`src/rtl/kb_event_queue.sv`:
```
// kb_event_queue: turns held-key ASCII levels into discrete key events with optional typematic repeat, queued in a FIFO for the CPU.
// Ports:
//   clk, rst_n        - system clock (CLOCK_50 domain), asynchronous active-low reset
//   kb_ascii, kb_flags - current key and {is_error, is_special, is_capital, is_ctrl, is_shift}
//   rd_en             - one-cycle pop strobe
//   rd_data, rd_valid - show-ahead head entry {3'b0, flags, ascii} (0 when empty), non-empty flag
//   fifo_count        - entries held
//   overflow, ovf_clr - sticky dropped-event flag and its clear (a drop wins over a clear)
//   irq               - pending-events interrupt, equal to rd_valid
// Build option: define KB_REPEAT_EN for IDLE/DELAY/REPEAT auto-repeat; otherwise IDLE/HELD, one event per press.
module kb_event_queue #(
    parameter int DELAY_CYC  = 25000000,
    parameter int REPEAT_CYC = 12500000,
    parameter int ADDR_W     = 3
) (
    input  logic              clk,
    input  logic              rst_n,
    input  logic [7:0]        kb_ascii,
    input  logic [4:0]        kb_flags,
    input  logic              rd_en,
    output logic [15:0]       rd_data,
    output logic              rd_valid,
    output logic [ADDR_W:0]   fifo_count,
    output logic              overflow,
    input  logic              ovf_clr,
    output logic              irq
);
    localparam int DEPTH = 1 << ADDR_W;
    localparam logic [ADDR_W:0] FULL = (ADDR_W + 1)'(DEPTH);

    if (DELAY_CYC < 1 || REPEAT_CYC < 1) begin : g_bad_cfg
        $error("kb_event_queue: DELAY_CYC and REPEAT_CYC must be at least 1");
    end

    logic [7:0]        a_q;
    logic              push;
    logic              key_nz;
    logic              key_chg;
    logic              do_push;
    logic              do_pop;
    logic              drop;
    logic [ADDR_W-1:0] wr_ptr;
    logic [ADDR_W-1:0] rd_ptr;
    logic [12:0]       mem [DEPTH];

    assign key_nz  = kb_ascii != 8'd0;
    assign key_chg = key_nz && kb_ascii != a_q;

`ifdef KB_REPEAT_EN
    typedef enum logic [1:0] {IDLE, DELAY, REPEAT} state_t;
    state_t      state;
    logic [31:0] timer;
    logic [31:0] lim;

    assign lim  = state == DELAY ? 32'(DELAY_CYC - 1) : 32'(REPEAT_CYC - 1);
    assign push = key_nz && (state == IDLE || key_chg || timer == lim);

    // A new press (from IDLE) and a key change both restart the initial delay.
    always_ff @(posedge clk or negedge rst_n) begin
        if (!rst_n) begin
            state <= IDLE;
            timer <= '0;
        end else if (!key_nz) begin
            state <= IDLE;
            timer <= '0;
        end else if (state == IDLE || key_chg) begin
            state <= DELAY;
            timer <= '0;
        end else if (timer == lim) begin
            state <= REPEAT;
            timer <= '0;
        end else begin
            timer <= timer + 32'd1;
        end
    end
`else
    typedef enum logic {IDLE, HELD} state_t;
    state_t state;

    assign push = key_nz && (state == IDLE || key_chg);

    always_ff @(posedge clk or negedge rst_n) begin
        if (!rst_n) state <= IDLE;
        else        state <= key_nz ? HELD : IDLE;
    end
`endif

    // When full, a simultaneous pop frees the slot the push needs.
    assign do_pop  = rd_en && fifo_count != '0;
    assign do_push = push && (fifo_count != FULL || rd_en);
    assign drop    = push && fifo_count == FULL && !rd_en;

    always_ff @(posedge clk or negedge rst_n) begin
        if (!rst_n) begin
            a_q        <= '0;
            wr_ptr     <= '0;
            rd_ptr     <= '0;
            fifo_count <= '0;
            overflow   <= 1'b0;
        end else begin
            a_q        <= kb_ascii;
            wr_ptr     <= do_push ? wr_ptr + 1'b1 : wr_ptr;
            rd_ptr     <= do_pop ? rd_ptr + 1'b1 : rd_ptr;
            fifo_count <= fifo_count + (ADDR_W + 1)'(do_push) - (ADDR_W + 1)'(do_pop);
            overflow   <= drop ? 1'b1 : ovf_clr ? 1'b0 : overflow;
        end
    end

    always_ff @(posedge clk) begin
        if (do_push) mem[wr_ptr] <= {kb_flags, kb_ascii};
    end

    assign rd_valid = fifo_count != '0;
    assign rd_data  = rd_valid ? {3'b000, mem[rd_ptr]} : 16'd0;
    assign irq      = rd_valid;
endmodule

```
`config.mk`:
```
export PLATFORM = sky130hd
export DESIGN_NAME = kb_event_queue
export DESIGN_NICKNAME = d
export VERILOG_FILES = /design/src/rtl/kb_event_queue.sv
export SDC_FILE = /design/constraint.sdc
export NUM_CORES = 1
export LEC_CHECK = 0
export CELL_PAD_IN_SITES_DETAIL_PLACEMENT = 0
export CELL_PAD_IN_SITES_GLOBAL_PLACEMENT = 1
export CORE_UTILIZATION = 54
export CTS_CLUSTER_SIZE = 24
export DETAILED_ROUTE_END_ITERATION = 12
export HOLD_SLACK_MARGIN = 0.05
export PLACE_DENSITY_LB_ADDON = 0.08
export SYNTH_ARGS = -nofsm -noshare
export SYNTH_HDL_FRONTEND = slang
export SYNTH_SLANG_ARGS = --single-unit
export TNS_END_PERCENT = 10
```
`constraint.sdc`:
```
create_clock -name clk -period 6.5 [get_ports clk]
set_input_delay 1.625 -clock clk [delete_from_list [all_inputs] [get_ports clk]]
set_output_delay 1.625 -clock clk [all_outputs]
set_load 0.01 [all_outputs]
```
Yosys cells after proc, flatten, opt, wreduce, memory -nomap -nowiden
Memory sizes are Yosys's and may differ from the RTL's.
Index checks and enable logic that the tools add are counted.
{"block": "word_totals", "regBits": 20, "latch_bits": 0, "ram_bits": 104, "romBits": 0, "in_bits": 17, "word_cells": 33, "memories": 1}
{"memory": "mem", "depth": 8, "width": 13, "rd": 1, "rd_clocked_by_memory_dff": 0, "write_ports": 1, "line": "44", "source": "logic [12:0] mem [DEPTH];"}
{"block": "classes", "addsub": 4, "mul": 0, "div_mod_pow": 0, "n_lt_le_gt_ge": 0, "eq_ne": 3, "n_shift": 0, "n_mux": 6, "n_bitwise": 1, "n_reduce_logical": 12}
{"op": "2-to-1 mux 13 bit", "n": 1}
{"op": "!= test 8 bit", "n": 1}
{"op": "nonzero test 8 bit", "n": 1}
{"op": "adder 3 x 1 -> 3 bit (second input constant)", "n": 2}
{"op": "logical AND 1 bit", "n": 6}
{"op": "2-to-1 mux 1 bit", "n": 5}
{"op": "adder 4 x 1 -> 4 bit", "n": 1}
{"op": "equality test 4 bit (second input constant)", "n": 1}
{"op": "!= test 4 bit (second input constant)", "n": 1}
{"op": "nonzero test 4 bit", "n": 1}
{"op": "subtractor 4 x 1 -> 4 bit", "n": 1}
{"op": "logical OR 1 bit", "n": 2}
{"op": "nonzero test 2 bit", "n": 1}
{"op": "logical NOT 1 bit", "n": 1}
{"op": "inverter 1 bit", "n": 1}

Depth between registers and ports, before layout
{"block": "logic_depth", "word_depth": 7, "mapped_depth": 12, "mapped_depth_nobuf": 11}

Worst setup path after synthesis
Ideal clock, no wire load.
{"block": "synth_path", "path_kind": "in2reg", "startpoint": "input kb_ascii[1]", "endpoint": "memory mem[2][0], enable pin", "arrival_ns": 3.595, "required_ns": 6.078, "slack_ns": 2.483, "path_stages": 5, "n_path_buf": 1, "path_cell_list": "nor4_1 a21oi_1 o31ai_2 buf_6 nor4b_1"}
{"block": "synth_via", "elab_chain_cells": 7, "elab_cells_between_ends": 8}
{"element": "start, declared", "line": "18", "source": "input logic [7:0] kb_ascii,"}
{"element": "!= test 8 bit or nonzero test 8 bit (tied branches)", "line": "47, 46"}
{"element": "logical AND 1 bit", "line": "47", "source": "assign key_chg = key_nz && kb_ascii != a_q;"}
{"element": "logical OR 1 bit", "line": "80", "source": "assign push = key_nz && (state == IDLE || key_chg);"}
{"element": "logical AND 1 bit (*)", "line": "80"}
{"element": "logical AND 1 bit (*)", "line": "90", "source": "assign do_push = push && (fifo_count != FULL || rd_en);"}
{"element": "2-to-1 mux 1 bit (*)", "line": "110", "source": "if (do_push) mem[wr_ptr] <= {kb_flags, kb_ascii};"}
{"element": "2-to-1 mux 1 bit (implied by the code) (*)", "line": "110"}
{"element": "end, declared", "line": "44"}
Mark *: on every way between the ends. The rest lies on a longest branch, timed or not.

Final worst setup path
{"block": "layout_path", "startpoint": "register rd_ptr[0]", "endpoint": "output rd_data[2]"}
{"block": "layout_via", "elab_chain_cells": 2}
{"element": "start, declared", "line": "43", "source": "logic [ADDR_W-1:0] rd_ptr;"}
{"element": "start signal, assigned", "line": "103", "source": "rd_ptr <= do_pop ? rd_ptr + 1'b1 : rd_ptr;"}
{"element": "memory (8 x 13 bit)"}
{"element": "2-to-1 mux 13 bit", "line": "114", "source": "assign rd_data = rd_valid ? {3'b000, mem[rd_ptr]} : 16'd0;"}
{"element": "end, declared", "line": "21", "source": "output logic [15:0] rd_data,"}
Every way passes these cells.

==> summary.md <==
| Metric | Value |
|---|---|
| Post-cts repair resize count | `0` |
| Starting Density | `56.82%` |
| TritonCTS sink count | `124` |
| Syn Inst Count | `257` |
| Hold buffers post-CTS | `0` |
| Multi-input gate area | `0.001301 mm²` |
| Antenna violations before repair | `0` |
| Worst path max stage delay | `between 0.8 and 0.9 ns` |
| DR WL/cell | `20.65 µm` |
| First-pass GRT wire length | `14300 µm` |
| Commonest non-fill, non-tap cell in the layout | `edfxtp_1` |
| Setup CP Type | `register to primary output` |
| Relative slew slack | `37.15%` |
| CP cell instances | `buf_4 > mux4_1 > mux2i_1 > nor2_1 > clkdlybuf4s50_1` |
| Commonest cells after routing, fill and taps aside | `edfxtp_1, clkdlybuf4s50_1, mux4_2, dfrtp_1, clkbuf_16` |
| HPWL after DPL | `5275 µm` |
| Final Core Density | `between 60 and 70%` |
| Synth area leader | `edfxtp_1` |
| Dpl cell area | `0.005529 mm²` |
| Layout cells sized above 1 | `22.19%` |
| Async SR Flop Fraction | `about 16%` |
| WP data required | `4.88 ns` |
| Final period util | `73.29%` |
| Total iterations of the first detailed-routing run | `10` |
| FILL cells | `between 500 and 600` |
| H-tree Lvls | `4` |
| TNS Setup | `0 ns` |
| Final Max Slew Viols | `0` |
| Routed vias/inst | `between 5 and 6` |
| R2R Path Start | `fifo_count[2]` |
| Core Box Area | `0.008848 mm²` |
| Clock Tree Root | `clkbuf_8` |
| Layout area overhead | `21.18%` |
| Tmin final | `4.764 ns` |
| Die width | `98.49 µm` |
| Data arrival, critical path | `3.14 ns` |
| Hold_sp | `overflow` |
| TritonCTS clock tree | `built` |
| Setup crit start kind | `register` |
| Drt drc | `2` |
| Register area share after synthesis | `72.08%` |
| Layout Nets | `~330` |
| Share of the synthesized area in the top cell type | `62.12%` |
| Leakage | `between 2 and 2.5 nW` |
| Worst Hold End | `overflow` |
| Drt total wl | `just under 9000 µm` |
| Postcts setup bufs | `0` |
| R2R Path End | `fifo_count[2]` |
| Clock Latency Late Sink | `0.50 ns` |
| Pwr dens | `about 510 mW/mm²` |
| Number of synthesized flops with an enable pin | `104` |
| Failing checks | `design-rule violations` |
| Register bit total from synthesis | `124` |
| Crit end category | `primary output` |
| Clock Path Buffers | `2` |
| Synth Cell Area | `slightly above 0.005 mm²` |
| RSZ-0062 raised after global routing | `no` |
| I/O Pins | `40` |
| Worst R2R Setup Slack | `3.90 ns` |
| Vias | `2449` |
| YS warnings | `0` |
| Worst-margin pin slew | `approximately 0.94 ns` |
| Largest net degree at the start of global routing | `27` |
| Final Skew | `0.007993 ns` |
| Synth top area cells | `edfxtp_1, dfrtp_1, mux4_2, mux4_1, mux2i_1` |
| Status | `finished, violations left` |
| Fmax | `~210 MHz` |
| Die ar. | `between 0.009 and 0.01 mm²` |
| Post-route ant nets | `0` |
| Netlist cell types | `35` |
| Max-cap violations | `0` |
| Final hold vios | `0` |
| Worst slack, placed | `2.093 ns` |
| Final instance area | `0.006092 mm²` |
| Vias in the first global route | `2545` |
| Final setup viols | `0` |
| Final worst slack | `about 1.7 ns` |
| Gpl congestion | `between 0.7 and 0.8` |
| Hold path depth | `2` |
| Hold/Removal Path Class | `register to register` |
| Max IR drop VDD | `0.3357 mV` |
| Inserted Clock Buffers | `17` |
| Avg Cell Area, Syn | `19.56 µm²` |
| Die Y | `98.49 µm` |
| Clock slew seen by the registers of the worst setup and hold paths | `roughly 0.060 ns` |
| Critical-path maximum fanout | `16` |
| Buffers on Ports | `36` |
| Tot Pwr | `0.003086 W` |
| Cells on worst reg2reg path | `12` |
| Iter 0 DRT Violations | `182` |
| Worst path slowest cell | `dfrtp_1` |
| Sequential cell area | `around 0.0036 mm²` |
| Crit path launch | `rd_ptr[0]` |
| Main synth FF type | `edfxtp_1` |
| Total gr overflow | `0` |
| All-layer global routing usage | `20.93%` |
| Cell row count | `34` |
| N_diodes | `0` |
==> sequential cells by signal, indices dropped and copies added, names as in the netlist <==
signal / count
a_q: 8
state: 1
wr_ptr: 3
fifo_count: 4
mem: 104
overflow: 1
rd_ptr: 3
==> critical path: cells and delay by family (launching register included) <==
kind / cells / cell delay, ns
flip-flops: 1 / 0.87
AND/OR/NAND/NOR: 1 / 0.06
multiplexers: 2 / 0.79
buffers and inverters: 2 / 0.91
==> per-stage QoR <==
step	hold slack, ns	std cells
floorplan	0.5577	259
global placement	0.5227	396
detailed placement	0.5350	396
finish	0.5366	428
CTS	0.5427	428
global route	0.5710	428
==> layer usage <==
metal  wire [µm]  part of all wire (%)  vias to the layer above  track usage, %
li1            -                     -                     1107               -
met1        4123                    47                     1279           29.53
met2        4371                    49                       55           32.18
met3         247                   2.8                        8           5.390
met4          97                   1.1                        0           7.577
met5           0                     0                        -               0
==> worst max-delay path by stage <==
stage	to	depth (start not counted)
6_report	rd_data[2]	5
5_1_grt	rd_data[2]	5
3_5_place_dp	fifo_count[2]	11
4_1_cts	rd_data[2]	5
2_1_floorplan	mem[2][0]	5
3_3_place_gp	fifo_count[2]	11
==> synthesized netlist by cell type (all sizes together) (3+ instances only) <==
master  instances
nor4            3
nor2           15
inv             9
edfxtp        104
xnor2          12
dfrtp          20
mux4           26
buf            15
nand2           5
ha              8
mux2i          13
nor4b           4
==> logic make-up after synthesis <==
logic type / share of synthesized area [%]
XOR/XNOR: 2.439
buffers and inverters: 3.186
adder cells (fa/ha/maj): 2.389
multiplexers: 15.13
AND/OR/NAND/NOR: 3.808
flip-flops: 72.08
AO/OA/AOI/OAI: 0.8961
other: 0.07459
==> layout make-up <==
class | count | share of cell area (%)
well taps | 108 | 2.218
inverters | 9 | 0.5545
flip-flops and latches | 124 | 59.48
repair buffers | 46 | 7.147
multi-input cells | 109 | 21.36
clock inverters | 15 | 2.444
clock buffers | 17 | 6.798
==> report_power, final <==
part / internal, W / leakage, nW / switching [W]
clock: 0.000542 / 0.259 / 0.000332
combinational: 0.000529 / 0.701 / 0.000448
sequential: 0.00110 / 1.19 / 0.000135
total: 0.00217 / 2.15 / 0.000916
(Power assumes the default switching activity.)
